===== config.mk =====
export PLATFORM = sky130hd
export DESIGN_NAME = mem_sram_ctrl
export DESIGN_NICKNAME = d
export VERILOG_FILES = /design/src/rtl/mem_sram_ctrl_pkg.sv /design/src/rtl/mem_sram_ctrl.sv
export SDC_FILE = /design/constraint.sdc
export NUM_CORES = 1
export LEC_CHECK = 0
export CAP_MARGIN = 30
export CORE_MARGIN = 3
export CORE_UTILIZATION = 40
export CTS_CLUSTER_SIZE = 14
export DETAILED_ROUTE_END_ITERATION = 8
export GPL_ROUTABILITY_DRIVEN = 0
export MAX_ROUTING_LAYER = met4
export PLACE_DENSITY = 0.85
export SYNTH_ARGS = -nofsm -noshare
export SYNTH_HDL_FRONTEND = slang
export SYNTH_SLANG_ARGS = --single-unit

===== constraint.sdc =====
create_clock -name cpu_clk_50M -period 8.4 [get_ports cpu_clk_50M]
set_clock_uncertainty 0.15 [all_clocks]
set_input_delay 1.68 -clock cpu_clk_50M [delete_from_list [all_inputs] [get_ports cpu_clk_50M]]
set_output_delay 1.68 -clock cpu_clk_50M [all_outputs]
set_load 0.005 [all_outputs]

===== src/rtl/mem_sram_ctrl_pkg.sv =====
// -----------------------------------------------------------------------------
// mem_sram_ctrl_pkg
// Shared definitions for the MEM-stage SRAM controller: bus widths, common
// constants and the access FSM state encoding.
// -----------------------------------------------------------------------------
package mem_sram_ctrl_pkg;

    localparam int unsigned REG_BUS_W       = 32;
    localparam int unsigned SRAM_ADDR_BUS_W = 20;
    localparam int unsigned SRAM_BE_BUS_W   = 4;

    typedef logic [REG_BUS_W-1:0]     reg_bus_t;
    typedef logic [SRAM_BE_BUS_W-1:0] sram_be_bus_t;

    localparam reg_bus_t ZERO_WORD = 32'h0000_0000;
    // Value of a stall request that freezes the pipeline.
    localparam logic     STOP      = 1'b1;

    typedef enum logic [2:0] {
        SRAM_IDLE  = 3'd0,
        SRAM_READ  = 3'd1,
        SRAM_WRITE = 3'd2,
        SRAM_WREC  = 3'd3,
        SRAM_DONE  = 3'd4
    } sram_state_e;

endpackage


===== src/rtl/mem_sram_ctrl.sv =====
// -----------------------------------------------------------------------------
// mem_sram_ctrl
// MEM-stage data-memory controller driving an asynchronous 32-bit SRAM.
// A request is latched in IDLE, then a multi-cycle READ or WRITE(+WREC)
// sequence runs while stallreq freezes the earlier pipeline stages.
//
// Ports:
//   cpu_clk_50M, cpu_rst     clock, asynchronous active-high reset
//   mem_req/we/addr/wdata/be load/store request from the EXE/MEM register
//   flush                    exception flush
//   stallreq                 stall request (combinational)
//   mem_rdata(_valid)        load data and its one-cycle strobe
//   sram_*                   registered SRAM pad controls / data
// -----------------------------------------------------------------------------
module mem_sram_ctrl
    import mem_sram_ctrl_pkg::*;
#(
    parameter int unsigned ADDR_W  = SRAM_ADDR_BUS_W,
    parameter int unsigned RD_WAIT = 2,
    parameter int unsigned WR_WAIT = 2
) (
    input  logic              cpu_clk_50M,
    input  logic              cpu_rst,
    input  logic              mem_req,
    input  logic              mem_we,
    input  logic [31:0]       mem_addr,
    input  logic [31:0]       mem_wdata,
    input  logic [3:0]        mem_be,
    input  logic              flush,
    output logic              stallreq,
    output logic [31:0]       mem_rdata,
    output logic              mem_rdata_valid,
    output logic [ADDR_W-1:0] sram_addr,
    output logic [31:0]       sram_dout,
    output logic              sram_doe,
    input  logic [31:0]       sram_din,
    output logic              sram_ce_n,
    output logic              sram_oe_n,
    output logic              sram_we_n,
    output logic [3:0]        sram_be_n
);

    localparam int unsigned MAX_WAIT = (RD_WAIT > WR_WAIT) ? RD_WAIT : WR_WAIT;
    localparam int unsigned CNT_W    = (MAX_WAIT > 1) ? $clog2(MAX_WAIT) : 1;

    sram_state_e     r_state, w_state_nxt;
    logic [CNT_W-1:0] r_cnt, w_cnt_nxt;
    sram_be_bus_t    r_be, w_be_nxt;

    logic w_accept;
    logic w_cnt_zero;
    logic w_rd_done;
    logic w_busy;

    // Next-cycle pad controls, registered so no pipeline path reaches the pads.
    logic         w_ce_n_nxt;
    logic         w_oe_n_nxt;
    logic         w_we_n_nxt;
    logic         w_doe_nxt;
    sram_be_bus_t w_be_n_nxt;

    logic w_unused_addr;
    assign w_unused_addr = ^{mem_addr[31:ADDR_W+2], mem_addr[1:0]};

    assign w_accept   = (r_state == SRAM_IDLE) && mem_req && !flush;
    assign w_cnt_zero = (r_cnt == '0);
    // A flushed read is abandoned, so its data is neither captured nor flagged.
    assign w_rd_done  = (r_state == SRAM_READ) && w_cnt_zero && !flush;

    assign w_busy   = w_accept || (r_state == SRAM_READ) || (r_state == SRAM_WRITE) ||
                      (r_state == SRAM_WREC);
    assign stallreq = (w_busy && !flush) ? STOP : ~STOP;

    always_comb begin
        w_state_nxt = r_state;
        w_cnt_nxt   = r_cnt;
        w_be_nxt    = r_be;
        case (r_state)
            SRAM_IDLE: begin
                if (w_accept) begin
                    w_be_nxt = mem_be;
                    if (mem_we) begin
                        w_state_nxt = SRAM_WRITE;
                        w_cnt_nxt   = CNT_W'(WR_WAIT - 1);
                    end else begin
                        w_state_nxt = SRAM_READ;
                        w_cnt_nxt   = CNT_W'(RD_WAIT - 1);
                    end
                end
            end
            SRAM_READ: begin
                if (flush) begin
                    w_state_nxt = SRAM_IDLE;
                    w_cnt_nxt   = '0;
                end else if (w_cnt_zero) begin
                    w_state_nxt = SRAM_DONE;
                end else begin
                    w_cnt_nxt = r_cnt - 1'b1;
                end
            end
            // Writes ignore flush so the SRAM never sees a truncated we_n pulse.
            SRAM_WRITE: begin
                if (w_cnt_zero) begin
                    w_state_nxt = SRAM_WREC;
                end else begin
                    w_cnt_nxt = r_cnt - 1'b1;
                end
            end
            SRAM_WREC: w_state_nxt = SRAM_DONE;
            SRAM_DONE: w_state_nxt = SRAM_IDLE;
            default:   w_state_nxt = SRAM_IDLE;
        endcase
    end

    always_comb begin
        w_ce_n_nxt = 1'b1;
        w_oe_n_nxt = 1'b1;
        w_we_n_nxt = 1'b1;
        w_doe_nxt  = 1'b0;
        w_be_n_nxt = 4'hF;
        case (w_state_nxt)
            SRAM_READ: begin
                w_ce_n_nxt = 1'b0;
                w_oe_n_nxt = 1'b0;
                w_be_n_nxt = ~w_be_nxt;
            end
            SRAM_WRITE: begin
                w_ce_n_nxt = 1'b0;
                w_we_n_nxt = 1'b0;
                w_doe_nxt  = 1'b1;
                w_be_n_nxt = ~w_be_nxt;
            end
            // Keep driving the bus one cycle after we_n rises for data hold.
            SRAM_WREC: w_doe_nxt = 1'b1;
            default: ;
        endcase
    end

    always_ff @(posedge cpu_clk_50M or posedge cpu_rst) begin
        if (cpu_rst) begin
            r_state         <= SRAM_IDLE;
            r_cnt           <= '0;
            r_be            <= '0;
            sram_ce_n       <= 1'b1;
            sram_oe_n       <= 1'b1;
            sram_we_n       <= 1'b1;
            sram_doe        <= 1'b0;
            sram_be_n       <= 4'hF;
            sram_addr       <= '0;
            sram_dout       <= ZERO_WORD;
            mem_rdata       <= ZERO_WORD;
            mem_rdata_valid <= 1'b0;
        end else begin
            r_state         <= w_state_nxt;
            r_cnt           <= w_cnt_nxt;
            r_be            <= w_be_nxt;
            sram_ce_n       <= w_ce_n_nxt;
            sram_oe_n       <= w_oe_n_nxt;
            sram_we_n       <= w_we_n_nxt;
            sram_doe        <= w_doe_nxt;
            sram_be_n       <= w_be_n_nxt;
            mem_rdata_valid <= w_rd_done;
            if (w_accept) begin
                sram_addr <= mem_addr[ADDR_W+1:2];
            end
            if (w_accept && mem_we) begin
                sram_dout <= mem_wdata;
            end
            if (w_rd_done) begin
                mem_rdata <= sram_din;
            end
        end
    end

endmodule


* Word level (Yosys, flattened, before mapping)
Index checks and enable logic that the tools add are counted.
Cells by class: muxes and demuxes 18, bitwise logic cells 2, reduce and logical (&&, ||, !) cells 15, add/sub/neg operators 1, eq/ne operators 7
Operators by type and width (count):
- $eq A3 B2 Y1 const B | 4
- $mux W3 | 4
- $mux W4 | 3
- $pmux W3 S4 | 1
- $mux W1 | 8
- $eq A3 B1 Y1 const B | 2
- $logic_and A1 B1 Y1 | 6
- $not A4 Y4 | 1
- $reduce_or A2 Y1 | 2
- $logic_not A3 Y1 | 1
- $logic_or A1 B1 Y1 | 3
- $pmux W1 S3 | 1
- $reduce_bool A3 Y1 | 1
- $mux W2 | 1
- $ne A2 B2 Y1 const B | 1
- $reduce_and A2 Y1 | 1
- $logic_not A1 Y1 | 1
- $not A1 Y1 | 1
- $sub A1 B1 Y1 const B | 1
Storage, ports and cells: register bits 101, output and inout port bits 94, word-level logic and storage cells 55, bits of input ports 105

* Logic depth before layout (Yosys ltp)
depth in word-level cells 8, mapped depth 5, depth with buffers taken out 3

* Worst setup path after synthesis
OpenSTA, ideal clock, no wires.
path kind input to output, from in flush, to out stallreq, stages 2, arrival time 2.037 ns, path buffers 1, data required time 6.570 ns, slack 4.533 ns, cells stage by stage buf_2 > nor3_1
On the way: longest elaborated chain between the ends 7
Ends and longest elaborated chain:
- start, declared | RTL line mem_sram_ctrl.sv:29 | input logic flush,
- $logic_not A1 Y1 * | RTL line mem_sram_ctrl.sv:65, mem_sram_ctrl.sv:72
- $logic_and A1 B1 Y1 | RTL line mem_sram_ctrl.sv:65 | assign w_accept = (r_state == SRAM_IDLE) && mem_req && !flush;
- $logic_or A1 B1 Y1 (3 in a row) | RTL line mem_sram_ctrl.sv:70 | assign w_busy = w_accept || (r_state == SRAM_READ) || (r_state == SRAM_WRITE) ||
- $logic_and A1 B1 Y1 * | RTL line mem_sram_ctrl.sv:72 | assign stallreq = (w_busy && !flush) ? STOP : ~STOP;
- $mux W1 * | RTL line mem_sram_ctrl.sv:72
- end, declared | RTL line mem_sram_ctrl.sv:30 | output logic stallreq,
Every way passes the cells marked *; elsewhere a longest branch is shown, timed or not.

* Final worst setup path
Ends and elaborated chain as after synthesis.

==> results.cfg <==
[outcome]
status = completed

[logic_synthesis]
synth.distinct_cells = 32
syn-instance-count = 244
synth_top_area_cell = dfrtp_1
synth_nets = 349
synth_area_um2 = 4020
ys_ff_latch = 101
netlist.area_leader.share_pct = 58.5
yosys_warnings = 0
postSynthAreaPerCell_um2 = 16.5
ys_top_cells_by_area = dfrtp_1 (59%), mux2_2 (15%), mux2_4 (10%)
ys_seq_area_share_pct = 63.1

[clock_tree]
clockRootBuffer = clkbuf_8
ctsHoldBuffers = 0
cts_setup_buffers = 0
numCtsBuffers = 9
worstSkewPairLatency_ps = 350
cts_resized = 0
htreeDepth = 3
clock_sinks = 101
cts_tree = done
cts_buffer_depth = 2
clkTransAtPathRegs_ps = 90

[global_routing]
grt_first_pass_wirelength_mm = 15.3
grt_max_degree = 57
gr-total-overflow = 0
grt_pass1_vias = 2908
antenna_found_initial = 0
track_usage_pct = 17.6

[worst_setup_path]
crit_fanout = 7
worstSetupPathType = input port to primary output
end_kind = primary output
start_kind = input port
required_ps = 6570
critical_path_arrival_ps = 3080

[final_layout]
nets = 536
layout_commonest_cell = clkdlybuf4s50_1
final_cell_mix = clkdlybuf4s50_1 (186), dfrtp_1 (94), mux2_2 (52), mux2_4 (28), clkbuf_8 (10)
num_antenna_cells = 0
design_area_um2 = 6180
drive_gt1_share_pct = 27.1
fin_util_pct = 65.1
syn_to_final_growth_pct = 53.8

[floorplanning]
initial_core_util_pct = 42.3
num_rows = 35
num_io_pins = 199
die-area_um2 = 11300
core-area_um2 = 9500
die_h_um = 106
die-width_um = 106

[sta]
slew_headroom_pct = 52.9
setup_violations = 0
min_period_over_period_pct = 58.5
tns_ps = 0
max_freq_ghz = 0.204
slew_violations = 0
hold_viol = 0
grt_setup_unrepaired = false
worst_pin_slew_ps = 707
finalCriticalPeriod_ps = 4910

[routing]
routedWlPerCell_um = 17.0
num_vias = 2694
detail-route-antenna-nets = 0
first_pass_iters = 4
remaining_drc_errors = 0
vias_per_cell = 4.77
drt_wl_total_mm = 9.58
first_iter_violations = 83

[pwr]
power_uw = 2090
p_leak_uw = 0.00266
ir_drop_mv = 0.156
p_comb_share_pct = 42.8
switching_share_pct = 26.5
power.switching_uw = 556
pwr-share-seq_pct = 41.0
clkPwrFrac_pct = 16.3
power_density_nw_per_um2 = 339
power.internal_uw = 1540

[placement]
dpl_cell_area_um2 = 5960
hpwl_mm = 7.16
port_buffers = 186

[worst_hold_path]
min_path_type = register to register

[job]
maxCapViolations = 0
## cell type report
| cell class | count | area (um2) |
|---|---|---|
| multi-input cells | 128 | 1370 |
| repair buffers | 188 | 1880 |
| clock buffers | 11 | 141 |
| inverters | 3 | 13.8 |
| well taps | 129 | 161 |
| clock inverters | 5 | 85.1 |
| fillers | 719 | 3320 |
| flip-flops and latches | 101 | 2540 |
## critical path, stage by stage
cell and delay (ps):
clkdlybuf4s50_1 580, nor3_1 260, clkdlybuf4s50_1 560
## synth_stat cells, drive strengths merged
library cell	n
nand2	10
a21bo	4
nor3b	1
mux2	84
a22o	1
nor4	1
dfstp	7
nand3	5
nand3b	1
xnor2	1
or3b	2
nor3	3
nand2b	1
a2bb2oi	1
a31oi	1
nor2	1
inv	3
nand4bb	1
o21ai	5
or4b	1
a21oi	1
buf	12
or2	1
dfrtp	94
a31o	1
o21bai	1
## state kept, by name, summed over array words and instances (netlist names)
register and count:
sram_be_n 4, sram_oe_n 1, sram_ce_n 1, r_state 3
r_be 4, mem_rdata_valid 1, sram_addr 20, r_cnt 1
mem_rdata 32, sram_dout 32, sram_doe 1, sram_we_n 1
## per-stage QoR
step / instances / setup slack [ps] / hold slack (ps)
floorplan: 244 / 3930 / 328
finish: 565 / 3490 / 343
global route: 565 / 3380 / 370
global placement: 549 / 3510 / 316
detailed placement: 549 / 3520 / 326
CTS: 565 / 3480 / 348
## metal layers
metal	vias to the layer above	wire, um	GRT usage [%]
li1	1227	-	-
met1	1336	3900	20.8
met2	119	4850	29.6
met3	12	719	5.22
met4	0	108	4.26
met5	-	0	-
## logic make-up (layout without fill, tap and decap cells)
kind of cell | Yosys count | in the layout | synth area share [%]
compound gates | 15 | 15 | 2.74
xor+xnor | 1 | 1 | 0.218
buf+inv | 15 | 207 | 2.89
flops | 101 | 101 | 63.1
mux | 84 | 84 | 26.1
simple gates | 28 | 28 | 4.92
## final timing paths
kind | to | start | slack, ps | cells after the start
max | stallreq | flush | 3490 | 3
min | mem_rdata[24]$_DFFE_PP0P_ | mem_rdata[24]$_DFFE_PP0P_ | 340 | 1
max reg2reg | sram_dout[28]$_DFFE_PP0P_ | r_state[1]$_DFF_PP0_ | 6020 | 3
min reg2reg | mem_rdata[24]$_DFFE_PP0P_ | mem_rdata[24]$_DFFE_PP0P_ | 340 | 1
max in group asynchronous | sram_dout[22]$_DFFE_PP0P_ | cpu_rst | 5390 | 3
min in group asynchronous | sram_addr[9]$_DFFE_PP0N_ | cpu_rst | 1560 | 2
## power groups by stage
stage	registers (uW)	clock network [uW]	logic, uW
global placement	851	0	884
detailed placement	869	0	908
CTS	862	354	911
global route	891	375	955
floorplan	865	0	354
finish	858	341	896
No activity file was read; power rests on OpenSTA's default activity.
